==> src/rtl/fp_add_arbiter.sv <==
// fp_add_arbiter: round-robin front end that shares one floating-point adder
// among NREQ requesters. Each grant latches one lane's operands, holds the
// adder start level until a fresh result (or a timeout) and then spends one
// RELEASE cycle with the start level low before the next grant.
module fp_add_arbiter #(
  parameter int NREQ    = 4,
  parameter int TIMEOUT = 63,
  parameter int QUIET   = 8,
  parameter int DATA_W  = 32
) (
  input  logic                   clk,
  input  logic                   rst_n,
  input  logic [NREQ-1:0]        req,
  input  logic [NREQ*DATA_W-1:0] op_a,
  input  logic [NREQ*DATA_W-1:0] op_b,
  output logic [NREQ-1:0]        gnt,
  output logic [NREQ-1:0]        done,
  output logic [DATA_W-1:0]      sum,
  output logic                   err,
  output logic                   busy,
  output logic                   fp_add,
  output logic [DATA_W-1:0]      fp_a,
  output logic [DATA_W-1:0]      fp_b,
  input  logic [DATA_W-1:0]      fp_result,
  input  logic                   fp_ready
);

  localparam int LW      = (NREQ > 1) ? $clog2(NREQ) : 1;
  localparam int CNT_MAX = (TIMEOUT > QUIET) ? TIMEOUT : QUIET;
  localparam int CNT_W   = $clog2(CNT_MAX + 1);

  localparam logic [DATA_W-1:0] QNAN      = DATA_W'(32'h7FC00000);
  localparam logic [CNT_W-1:0]  QUIET_END = CNT_W'(QUIET);
  localparam logic [CNT_W-1:0]  TMO_END   = CNT_W'(TIMEOUT - 1);
  // A ready level seen in the first two issue cycles may be left over from
  // the previous operation, so it is not trusted until the counter gets here.
  localparam logic [CNT_W-1:0]  STALE_END = CNT_W'(2);
  localparam logic [LW-1:0]     LANE_LAST = LW'(NREQ - 1);

  typedef enum logic [1:0] {
    INIT    = 2'd0,
    IDLE    = 2'd1,
    ISSUE   = 2'd2,
    RELEASE = 2'd3
  } state_t;

  state_t            state;
  state_t            state_n;
  logic [CNT_W-1:0]  cnt;
  logic [LW-1:0]     last;
  logic [LW-1:0]     win;
  logic [LW-1:0]     pick;
  logic              err_flag;
  logic              grant_go;
  logic              accept;
  logic              tmo;

  // Round-robin search starting one lane after the last served lane.
  function automatic logic [LW-1:0] rr_pick(input logic [NREQ-1:0] r,
                                            input logic [LW-1:0]   lst);
    logic [LW-1:0] idx;
    logic          found;
    rr_pick = lst;
    found   = 1'b0;
    for (int k = 1; k <= NREQ; k++) begin
      idx = LW'((int'(lst) + k) % NREQ);
      if (!found && r[idx]) begin
        rr_pick = idx;
        found   = 1'b1;
      end
    end
  endfunction

  // One-hot lane marker for the gnt and done pulses.
  function automatic logic [NREQ-1:0] lane_mask(input logic [LW-1:0] i);
    lane_mask    = '0;
    lane_mask[i] = 1'b1;
  endfunction

  // State register; reset discards any operation in flight.
  always_ff @(posedge clk or negedge rst_n) begin
    if (!rst_n) begin
      state <= INIT;
    end else begin
      state <= state_n;
    end
  end

  // Next-state decode plus the one-cycle gnt/done/err pulses.
  always_comb begin
    state_n  = state;
    gnt      = '0;
    done     = '0;
    err      = 1'b0;
    grant_go = 1'b0;
    accept   = 1'b0;
    tmo      = 1'b0;
    pick     = rr_pick(req, last);
    case (state)
      INIT: begin
        if (cnt == QUIET_END) begin
          state_n = IDLE;
        end
      end
      IDLE: begin
        if (|req) begin
          grant_go = 1'b1;
          gnt      = lane_mask(pick);
          state_n  = ISSUE;
        end
      end
      ISSUE: begin
        if ((cnt >= STALE_END) && fp_ready) begin
          accept  = 1'b1;
          state_n = RELEASE;
        end else if (cnt == TMO_END) begin
          tmo     = 1'b1;
          state_n = RELEASE;
        end
      end
      RELEASE: begin
        done    = lane_mask(win);
        err     = err_flag;
        state_n = IDLE;
      end
      default: begin
        state_n = INIT;
      end
    endcase
  end

  assign busy = (state != IDLE);

  // Counter, operand latches, result capture and round-robin bookkeeping.
  always_ff @(posedge clk or negedge rst_n) begin
    if (!rst_n) begin
      cnt      <= '0;
      fp_a     <= '0;
      fp_b     <= '0;
      fp_add   <= 1'b0;
      sum      <= '0;
      err_flag <= 1'b0;
      win      <= LANE_LAST;
      last     <= LANE_LAST;
    end else begin
      case (state)
        INIT: begin
          if (cnt == QUIET_END) begin
            cnt <= '0;
          end else begin
            cnt <= cnt + 1'b1;
          end
        end
        IDLE: begin
          if (grant_go) begin
            fp_a     <= op_a[pick*DATA_W +: DATA_W];
            fp_b     <= op_b[pick*DATA_W +: DATA_W];
            fp_add   <= 1'b1;
            cnt      <= '0;
            win      <= pick;
            err_flag <= 1'b0;
          end
        end
        ISSUE: begin
          if (accept) begin
            sum    <= fp_result;
            fp_add <= 1'b0;
          end else if (tmo) begin
            sum      <= QNAN;
            fp_add   <= 1'b0;
            err_flag <= 1'b1;
          end else begin
            cnt <= cnt + 1'b1;
          end
        end
        RELEASE: begin
          last     <= win;
          err_flag <= 1'b0;
        end
        default: begin
          cnt <= '0;
        end
      endcase
    end
  end

endmodule
==> config.mk <==
export PLATFORM = sky130hd
export DESIGN_NAME = fp_add_arbiter
export DESIGN_NICKNAME = d
export VERILOG_FILES = /design/src/rtl/fp_add_arbiter.sv
export SDC_FILE = /design/constraint.sdc
export NUM_CORES = 1
export LEC_CHECK = 0
export ABC_AREA = 1
export ABC_CLOCK_PERIOD_IN_PS = 1700
export BUFFER_PORTS_ARGS = -buffer_cell sky130_fd_sc_hd__buf_2
export CAP_MARGIN = 30
export CORE_AREA = 2 2 157 159
export CTS_CLUSTER_DIAMETER = 40
export CTS_CLUSTER_SIZE = 25
export DETAILED_ROUTE_END_ITERATION = 8
export DIE_AREA = 0 0 159 161
export GPL_ROUTABILITY_DRIVEN = 0
export PLACE_DENSITY_LB_ADDON = 0.08
export RECOVER_POWER = 25
export SLEW_MARGIN = 20
export SYNTH_ARGS = -nofsm -noshare
export SYNTH_HDL_FRONTEND = slang
export SYNTH_SLANG_ARGS = --single-unit
==> constraint.sdc <==
create_clock -name clk -period 1.7 [get_ports clk]
set_input_delay 0.17 -clock clk [delete_from_list [all_inputs] [get_ports clk]]
set_output_delay 0.17 -clock clk [all_outputs]
set_load 0.02 [all_outputs]
# Word-level counts from Yosys, hierarchy flattened
# Cells that the tools add are included.
# W data, S select, Z words.
[word_totals]
reg_bits = 110
inputBits = 295
output_inout_bits = 107
elab_cells = 110
[classes]
n_addsub = 5
n_lt_le_gt_ge = 9
eq_ne = 14
shifts = 2
mux = 50
n_reduce_logical = 21
[ops]
columns = ["op", "n"]
rows = [
  ["$shiftx A128 B8 Y32", 2],
  ["$mux W32", 2],
  ["$mux W6", 4],
  ["$mux W1", 23],
  ["$lt A2 B3 Y1 const B", 6],
  ["$pmux W6 S3", 1],
  ["$mux W2", 8],
  ["$mux W4", 3],
  ["$ne A2 B2 Y1 const B", 6],
  ["$bmux W1 S2", 4],
  ["$pmux W2 S4", 1],
  ["$reduce_and A4 Y1", 2],
  ["$add A6 B1 Y6 const B", 1],
  ["$eq A6 B4 Y1 const B", 1],
  ["$eq A6 B6 Y1 const B", 1],
  ["$ge A6 B2 Y1 const B", 1],
  ["$logic_and A1 B1 Y1", 6],
  ["$ne A3 B3 Y1 const B", 2],
  ["$reduce_and A3 Y1", 2],
  ["$reduce_bool A3 Y1", 2],
  ["$add A2 B1 Y2 const B", 2],
  ["$add A2 B2 Y2 const B", 2],
  ["$demux W1 S2", 2],
  ["$eq A2 B2 Y1 const B", 2],
  ["10 further kinds", 15],
]

# Depth between registers and ports, before layout
# Gate-level depths: netlist of run 1.
[logic_depth]
ltp_word = 19
depth_mapped = 11
mapped_depth_nobuf = 10

# Worst setup path after synthesis of run 1
# Ideal clock, no wire load.
[synth_path]
path_type = "register to output"
startpoint = "register last[0]"
endpoint = "output port gnt[0]"
t_arrival_ns = 1.663
t_required_ns = 1.530
setup_slack_ns = -0.133
stages_incl_launch_ff = 9
n_path_buf = 2
cell_sequence = "dfstp_2 -> inv_2 -> a21oi_1 -> nand2_1 -> nand2_2 -> buf_4 -> buf_4 -> inv_2 -> nor3_1"
[synth_via]
elab_chain_len = 19
elab_cells_between_ends = 32
cone_classes = "4 x add/sub; 2 x order compare; 19 x mux; 7 x reduce/logical"
[synth_rtl]
columns = ["item", "line", "rtl"]
rows = [
  ["start: declaration", "50", "logic [LW-1:0] last;"],
  ["start signal: assignment", "177", "last <= win;"],
  ["$add A2 B1 Y2", "66", "idx = LW'((int'(lst) + k) % NREQ);"],
  ["$bmux W1 S2", "67", "if (!found && r[idx]) begin"],
  ["$mux W1 (implied by the code)", "67", ""],
  ["$mux W1", "67", ""],
  ["$logic_not A1 Y1", "67", ""],
  ["$logic_and A1 B1 Y1", "67", ""],
  ["$mux W1", "67", ""],
  ["$logic_not A1 Y1", "67", ""],
  ["(+3 left out)", "--", ""],
  ["$logic_and A1 B1 Y1", "67", ""],
  ["$mux W2 (*)", "67", ""],
  ["$lt A2 B3 Y1 (implied by the code) / $ge A2 B1 Y1 (equally long branches)", "77", "lane_mask[i] = 1'b1;"],
  ["$logic_and A1 B1 Y1 (implied by the code)", "77", ""],
  ["$mux W1 (implied by the code)", "77", ""],
  ["$demux W1 S2 (*)", "77", ""],
  ["$mux W4 (*)", "106", "if (|req) begin"],
  ["$mux W4 (*)", "99", "case (state)"],
  ["end: declaration", "16", "output logic [NREQ-1:0] gnt,"],
]
# Mark *: on every way between the ends. The rest lies on a longest branch, timed or not. The select of a mux whose other input is x is not followed.

# Final worst setup path of run 1
[layout_path]
startpoint = "register last[0]"
endpoint = "output port gnt[2]"
# Same word-level chain as after synthesis.

==> results.toml, run 1 <==
[outcome]
status = "complete, but fails checks"
violations = "setup timing"

[global_route]
grt_max_degree = 111
antenna_found_initial = 3
first_global_vias = 8741
grt-ovfl-total = 0
grt_pass1_wl_um = 47300
grt.total_usage_pct = 23.3

[synth]
synth_top_cells_by_count = "nand3_1, nand2_1, inv_1"
synth_flop_cell = "dfrtp_1"
synth_simple_gate_area_share_pct = 40.7
ys_seq_area_share_pct = 36.5
yosysMostFrequentCell = "nand3_1"
syn_inst = 1200
syn_area_um2 = 7550
synth_edf_count = 0
synth_cell_type_count = 22
synth_top_area_share_pct = 35.1
synth_area_leaders = "dfrtp_1, nand3_1, nand2_1"
synth_top_family_by_area = "simple AND/OR/NAND/NOR gates"
synthArstFlopShare_pct = 100
syn_avg_cell_area_um2 = 6.29
synth_compound_area_share_pct = 1.84
ys_warn_count = 0
ys_seq_elements = 110
syn-num-nets = 1504
muxShareOfSynthArea_pct = 0
synth_largest_area_cell = "dfrtp_1"
synth_xor_xnor_area_share_pct = 0.232
synthAdderAreaFrac_pct = 1.49

[timing]
hold_viol = 0
hold_slack_ps = 41.9
worst_slack_ps = -194
max_freq_ghz = 0.528
setup_viol = 67
fin_crit_ps = 1890
skew_ps = 10.6
drv_slew = 0
slew_headroom_pct = 27.7
worst_pin_slew_ps = 1080
period_share_pct = 111
rsz0062_at_grt = "yes"

[clocking]
clock-root-buffer = "clkbuf_16"
clock_sinks = 110
h-tree-depth = 3
clkTransAtPathRegs_ps = 80
cts_inserted_buffers = 9
clockBufferDepth = 2
cts_tree = "yes"
clk_latency_ps = 360

[route]
drc_errors = 0
drt-initial-drc-count = 485
ant_nets = 0
wire_per_inst_um = 15.6
wl_met1_um = 12900
wl_met2_um = 14700
top_layer_used = "met4"
firstDrtPassIters = 7
routed-wl-met3_um = 1920
vias = 8997
drt_wl_total_um = 30200
routed_via_density = 4.65

[critical_path]
r2r-start = "last[0]$_DFFE_PN1P_"
crit_arrival_ps = 1720
rrSetupSlack_ps = -110
crit_path_top_delay_cell = "dfstp_2"
path_max_fanout = 6
start_kind = "flop"
rr_endpoint = "fp_b[21]$_DFFE_PN0P_"
worstRegToRegCells = 11
cpPeakStageDelay_ps = 560
crit_path_end_kind = "output port"
worstPathCellList = "inv_4 -> nand2_2 -> nand2_2 -> nand2_2 -> nand2_4 -> buf_4 -> nor3_4 -> buf_6"
crit_family = "flip-flops"
required_ps = 1530
crit_type = "flop to output port"
crit_top_cell = "nand2_2"
worst-path-buf-inv = 3

[final_layout]
syn2layout_area_growth_pct = 44.5
num-nets-final = 1908
post-route-util_pct = 45.6
drive_above_1_share_pct = 32.4
n_fill_cell = 2600

[floorplan]
fp-row-count = 57
core_area_um2 = 24000
die_area_um2 = 25600
io_pins = 402
dieWidth_um = 159
die_h_um = 161
initial_utilization_pct = 31.5

[min_path]
hold_path.class = "input port to flop"
hold_end = "sum[11]$_DFFE_PN0P_"
worst_hold_startpoint = "fp_result[11]"
hold_path_depth = 3

[placement]
place_hpwl_um = 21600
io_buffers = 401

[power]
ir_worst_vdd_mv = 0.820
leakagePower_nw = 6.77
power_density_nw_per_um2 = 1640

[job]
cap_violations = 0
==> power by group <==
part	switching (mW)	internal [mW]
Sequential	0.762	3.92
Clock	1.15	1.04
Combinational	6.83	4.19
==> per-stage QoR <==
step	power, mW	instances	cell area, um^2	TNS, ps	worst slack, ps
2_1_floorplan	10.9	1200	7550	-410	-133
3_3_place_gp	14.8	1898	10200	-183	-36.7
3_5_place_dp	14.8	1898	10200	-1470	-83.3
4_1_cts	17.9	1931	10800	-7910	-222
5_1_grt	19.3	1936	10900	-11730	-253
6_report	17.9	1936	10900	-4320	-194
==> placed cells by master, fill, tap and decap left out, types with 3 or more instances in the layout <==
cell type,Yosys,routed
buf_16,0,5
inv_1,282,280
nand2_2,4,10
o21ai_0,15,15
a21oi_1,5,4
clkbuf_16,0,9
inv_8,0,3
nand2_1,302,290
dfstp_2,4,4
buf_2,37,392
buf_6,0,11
ha_1,9,7
nand3_1,357,353
inv_2,5,5
buf_4,15,40
diode_2,0,3
nand3_2,0,4
nor3_4,0,3
nand2_4,0,5
nor2_1,26,24
buf_12,0,12
dfrtp_1,106,106
==> worst max path at each step <==
stage                         from                    to  slack [ps]  cells past startpoint
2_1_floorplan  last[0]$_DFFE_PN1P_                gnt[0]        -130                      8
4_1_cts        last[0]$_DFFE_PN1P_                gnt[3]        -220                     10
3_5_place_dp   last[0]$_DFFE_PN1P_  fp_b[13]$_DFFE_PN0P_         -80                      8
5_1_grt        last[0]$_DFFE_PN1P_                gnt[2]        -250                      8
3_3_place_gp   last[0]$_DFFE_PN1P_  fp_b[21]$_DFFE_PN0P_         -40                      9
6_report       last[0]$_DFFE_PN1P_                gnt[2]        -190                      8
==> cell families after synthesis <==
logic type,count (synthesis)
compound gates,25
xor+xnor,2
fa+ha+maj,9
buf+inv,359
flops,110
simple gates,695
==> layer usage <==
| metal | global-route usage (%) | vias up |
|---|---|---|
| li1 | - | 4475 |
| met1 | 29.8 | 4124 |
| met2 | 39.8 | 353 |
| met3 | 4.34 | 45 |
| met4 | 7.73 | 0 |
| met5 | 0 | - |
==> worst reg2reg max path: cells and delay by family (launching register included) <==
kind / cells / cell delay, ps
flops: 1 / 560
simple gates: 7 / 570
buf+inv: 4 / 570
==> final cells by class <==
class                           instances  area (um^2)  share of cell area [%]
Antenna cell                            3         7.51                  0.0688
Tap cell                              324          405                    3.71
Multi-Input combinational cell        731         3510                    32.2
Timing Repair Buffer                  465         2860                    26.2
Clock inverter                          7         66.3                   0.607
Inverter                              287         1080                    9.91
Clock buffer                            9          225                    2.06
Sequential cell                       110         2760                    25.3
==> timing repair <==
item / 4_1_cts / 5_1_grt
cloned: 4 / 0
gates resized for setup: 36 / 25
pin swaps: 7 / 10
hold endpoints to repair: 106 / 0
endpoints found under the setup margin: 53 / 111
buffers inserted: 12 / 2
hold buffers: 1 / 0
==> flip-flops by register name, summed over array words and instances (netlist names) <==
register / count
state: 2
err_flag: 1
fp_add: 1
cnt: 6
sum: 32
fp_b: 32
last: 2
fp_a: 32
win: 2
Power figures use the tool's default switching activity.
==> run 2, diff against run 1 <==
BUFFER_PORTS_ARGS = -buffer_cell sky130_fd_sc_hd__buf_4   (was -buffer_cell sky130_fd_sc_hd__buf_2)
CTS_CLUSTER_DIAMETER = unset   (was 40)
==> results.toml, run 2 (same netlist as run 1, synthesis figures left out) <==
[outcome]
status = "complete, but fails checks"
violations = "setup timing"

[final_layout]
reg_top3 = "fp_a: 32 flops, fp_b: 32 flops, sum: 32 flops"
drive_above_1_share_pct = 33.9
num-nets-final = 1930
stdcell_count = 1955
fin_area_um2 = 12500
final_common_cell = "buf_4"
diodes = 0
syn2layout_area_growth_pct = 65.4
mostFrequentLayoutCells = "buf_4, nand3_1, nand2_1"

[critical_path]
rr_endpoint = "fp_a[28]$_DFFE_PN0P_"
rrSetupSlack_ps = -120
crit_type = "flop to output port"
path_max_fanout = 3
crit_path_end_kind = "output port"
worstRegToRegCells = 11
crit_arrival_ps = 1690
required_ps = 1530
r2r-start = "last[0]$_DFFE_PN1P_"
start_kind = "flop"

[timing]
hold_viol = 0
max_freq_ghz = 0.537
skew_ps = 7.75
period_share_pct = 110
setup_tns_ps = -4870
rsz0062_at_grt = "yes"
fin_crit_ps = 1860
setup_viol = 61
worst_slack_ps = -164
slew_headroom_pct = 21.1
worst_pin_slew_ps = 1180
hold_slack_ps = 45.2
drv_slew = 0

[min_path]
worst_hold_startpoint = "fp_result[10]"
hold_path_depth = 3
hold_end = "sum[10]$_DFFE_PN0P_"
hold_path.class = "input port to flop"

[route]
drt_wl_total_um = 32600
drt-initial-drc-count = 603
wire_per_inst_um = 16.7
drc_errors = 0
ant_nets = 0
vias = 9182
routed_via_density = 4.70
firstDrtPassIters = 5

[global_route]
grt_max_degree = 68
grt.total_usage_pct = 24.4
antenna_found_initial = 0
grt-ovfl-total = 0
grt_pass1_wl_um = 49500
first_global_vias = 9013

[floorplan]
initial_utilization_pct = 31.5
io_pins = 402
die_area_um2 = 25600
die_h_um = 161
core_area_um2 = 24000
fp-row-count = 57
dieWidth_um = 159

[power]
ir_worst_vdd_mv = 0.644
power_density_nw_per_um2 = 1620
leakagePower_nw = 7.34

[placement]
place_hpwl_um = 22500
dp_cells = 1898
place_ws_ps = -35.7
io_buffers = 401
dpl-instance-area_um2 = 11200

[clocking]
clkTransAtPathRegs_ps = 80
clock-root-buffer = "clkbuf_16"
clk_latency_ps = 360
cts_inserted_buffers = 9
h-tree-depth = 3
cts_tree = "yes"
clockBufferDepth = 2
clock_sinks = 110

[job]
cap_violations = 0
run 2: cell types whose count changed in the layout (fill, tap and decap cells not counted), moves of 3 or more:
cell,before,now
buf_2,392,0
nand2_2,10,7
nand2_4,5,8
nand3_1,353,348
buf_12,12,25
buf_4,40,427
nand3_2,4,9
clkbuf_16,9,18
diode_2,3,0
run 2: cell type report:
class                   instances  area [um^2]
fillers                      2488        11500
inverters                     287         1080
multi-input cells             731         3580
clock buffers                   9          225
clock inverters                 7         81.3
repair buffers                487         4370
flip-flops and latches        110         2760
well taps                     324          405
run 2: power by group:
part | total [mW] | leakage (nW) | switching, mW | internal (mW)
Sequential | 4.73 | 1.35 | 0.810 | 3.92
Clock | 2.30 | 0.146 | 1.13 | 1.17
Combinational | 13.2 | 5.84 | 7.27 | 5.89
run 2: worst max path at each step:
| stage | start | to | slack, ps |
|---|---|---|---|
| 2_1_floorplan | last[0]$_DFFE_PN1P_ | gnt[0] | -130 |
| 3_3_place_gp | last[0]$_DFFE_PN1P_ | fp_b[21]$_DFFE_PN0P_ | 8 |
| 3_5_place_dp | last[0]$_DFFE_PN1P_ | fp_b[21]$_DFFE_PN0P_ | -40 |
| 4_1_cts | last[1]$_DFFE_PN1P_ | gnt[1] | -160 |
| 5_1_grt | last[0]$_DFFE_PN1P_ | gnt[2] | -250 |
| 6_report | last[0]$_DFFE_PN1P_ | gnt[2] | -160 |
run 2: repair_timing:
item | in CTS | in global routing
pin swaps | 5 | 10
gates resized for setup | 34 | 43
hold buffers | 1 | 0
hold endpoints to repair | 106 | 0
cloned | 8 | 9
setup buffers | 10 | 14
endpoints found under the setup margin | 33 | 86
run 2: stage by stage:
| step | utilization (%) | power [mW] |
|---|---|---|
| 6_report | 52.1 | 20.2 |
| 5_1_grt | 52.1 | 21.6 |
| 4_1_cts | 50.2 | 19.3 |
| 3_5_place_dp | 46.9 | 15.9 |
| 3_3_place_gp | 46.9 | 15.8 |
| 2_1_floorplan | - | 10.9 |
run 2: critical path, stage by stage (launching register included):
cell	delay (ps)
dfstp_2	570
buf_6	110
nand3_2	70
nand2_2	80
nand2_4	70
nand2_8	80
inv_2	50
nor3_2	120
buf_4	170
run 2: routing by layer:
metal	share of wire (%)	global-route usage [%]	routed length (um)	up-vias
met5	0	0	0	-
met1	41	30.5	13300	4259
li1	-	-	-	4522
met4	2.1	6.82	686	0
met3	6.1	4.21	1990	42
met2	51	43.4	16600	359
==> run 3, diff against run 2 <==
ABC_CLOCK_PERIOD_IN_PS = 1800   (was 1700)
clock period = 1.8 ns   (was 1.7 ns; I/O delays follow)
==> results.toml, run 3 (same netlist as run 1, synthesis figures left out) <==
[outcome]
violations = "setup timing"
status = "complete, but fails checks"

[timing]
hold_viol = 0
worst_slack_ps = -101
skew_ps = 14.3
setup_tns_ps = -821
rsz0062_at_grt = "yes"
max_freq_ghz = 0.526
period_share_pct = 106
fin_crit_ps = 1900
worst_pin_slew_ps = 956
slew_headroom_pct = 36.3
drv_slew = 0
setup_viol = 27

[final_layout]
final_common_cell = "buf_4"
n_fill_cell = 2428
stdcell_count = 1954
diodes = 0
mostFrequentLayoutCells = "buf_4, nand3_1, nand2_1"
drive_above_1_share_pct = 34.0
fin_area_um2 = 12500
reg_top3 = "fp_a: 32 flops, fp_b: 32 flops, sum: 32 flops"
num-nets-final = 1929
syn2layout_area_growth_pct = 66.1

[placement]
dp_cells = 1888
dpl-instance-area_um2 = 11100
io_buffers = 401
place_hpwl_um = 22100

[critical_path]
crit_path_end_kind = "output port"
crit_type = "flop to output port"
rrSetupSlack_ps = -40
rr_endpoint = "fp_a[4]$_DFFE_PN0P_"
worstRegToRegCells = 11
required_ps = 1620
crit_arrival_ps = 1720
setup.worst_path.start = "last[1]$_DFFE_PN1P_"
cpPeakStageDelay_ps = 570
start_kind = "flop"
r2r-start = "last[1]$_DFFE_PN1P_"
path_max_fanout = 5
crit_path_top_delay_cell = "dfstp_2"
worstPathCellList = "inv_4 -> nand3_1 -> nand2_2 -> nand2_4 -> nand2_8 -> buf_8 -> nor3_2 -> buf_4"

[job]
cap_violations = 0

[clocking]
clock-root-buffer = "clkbuf_16"
clockBufferDepth = 2
clk_latency_ps = 360
clkTransAtPathRegs_ps = 90
cts_tree = "yes"
cts_inserted_buffers = 9
clock_sinks = 110
h-tree-depth = 3

[min_path]
hold_end = "sum[10]$_DFFE_PN0P_"
hold_path.class = "input port to flop"
hold_path_depth = 3
worst_hold_startpoint = "fp_result[10]"

[route]
drc_errors = 0
wl_met1_um = 13600
firstDrtPassIters = 5
vias = 9235
ant_nets = 0
drt-initial-drc-count = 532
top_layer_used = "met4"
drt_wl_total_um = 34100
wl_met2_um = 17300
routed-wl-met3_um = 2310
wire_per_inst_um = 17.5
routed_via_density = 4.73

[global_route]
grt-ovfl-total = 0
first_global_vias = 8599
antenna_found_initial = 0
grt.total_usage_pct = 22.6
grt_max_degree = 129
grt_pass1_wl_um = 46200

[power]
leakagePower_nw = 7.37
power_density_nw_per_um2 = 1510
comb_power_share_pct = 65.8
power_frac_clock_pct = 10.7
p_switching_mw = 8.82
p_sw_share_pct = 46.6
power.total_mw = 18.9
intPower_mw = 10.1
seqPwrFrac_pct = 23.6
ir_worst_vdd_mv = 0.619

[floorplan]
fp-row-count = 57
io_pins = 402
die_area_um2 = 25600
dieWidth_um = 159
core_area_um2 = 24000
initial_utilization_pct = 31.5
die_h_um = 161
## run 3: changes by cell type in the layout (fill, tap and decap cells not counted), sizes merged
cell	previous run	this run
buf	472	461
clkbuf	21	33
bufbuf	2	1
bufinv	1	0
## run 3: critical path: cells and delay by family (launching register included)
kind          cells  cell delay (ps)
flops             1              570
simple gates      5              450
buf+inv           3              350
## run 3: final cells by class
type / instances / area [um^2] / share of cell area [%]
well taps: 324 / 405 / 3.23
repair buffers: 486 / 4410 / 35.1
multi-input cells: 731 / 3600 / 28.7
clock buffers: 10 / 229 / 1.83
flip-flops and latches: 110 / 2760 / 22.0
inverters: 287 / 1090 / 8.67
clock inverters: 6 / 55.1 / 0.439
## run 3: how the worst max path moves through the flow
stage	end	slack, ps	cells after the start
after floorplan	gnt[0]	-40	8
after global placement	gnt[2]	40	6
after detailed placement	gnt[2]	30	6
after CTS	gnt[2]	-130	7
after global routing	gnt[1]	-170	8
final	gnt[1]	-100	8
## run 3: stage by stage
stage               setup slack [ps]  hold WS (ps)  utilization (%)
finish                          -101          48.3             52.4
global route                    -168          59.3             52.4
CTS                             -130          37.1             48.5
detailed placement              29.3           195             46.3
global placement                42.1           190             46.3
floorplan                      -43.2          -116                -
## run 3: repair_timing
action,4_1_cts,5_1_grt
endpoints found under the setup margin,5,106
hold buffers,1,0
resized for setup,32,56
pin swaps,20,61
gates cloned,1,26
hold endpoints to repair,28,0
setup buffers,10,12
## run 3: metal layers
layer | vias to the layer above | GRT usage [%]
met2 | 377 | 39.4
met3 | 48 | 4.93
li1 | 4519 | -
met1 | 4291 | 28.0
met4 | 0 | 7.07
met5 | - | 0
## run 3: power by group through the flow
stage                     clock, mW  sequential [mW]  combinational (mW)
after floorplan                   0             5.65                4.60
after global placement            0             4.44                10.1
after detailed placement          0             4.43                10.2
after CTS                      2.07             4.44                10.7
after global routing           2.17             4.60                13.5
final                          2.02             4.46                12.4
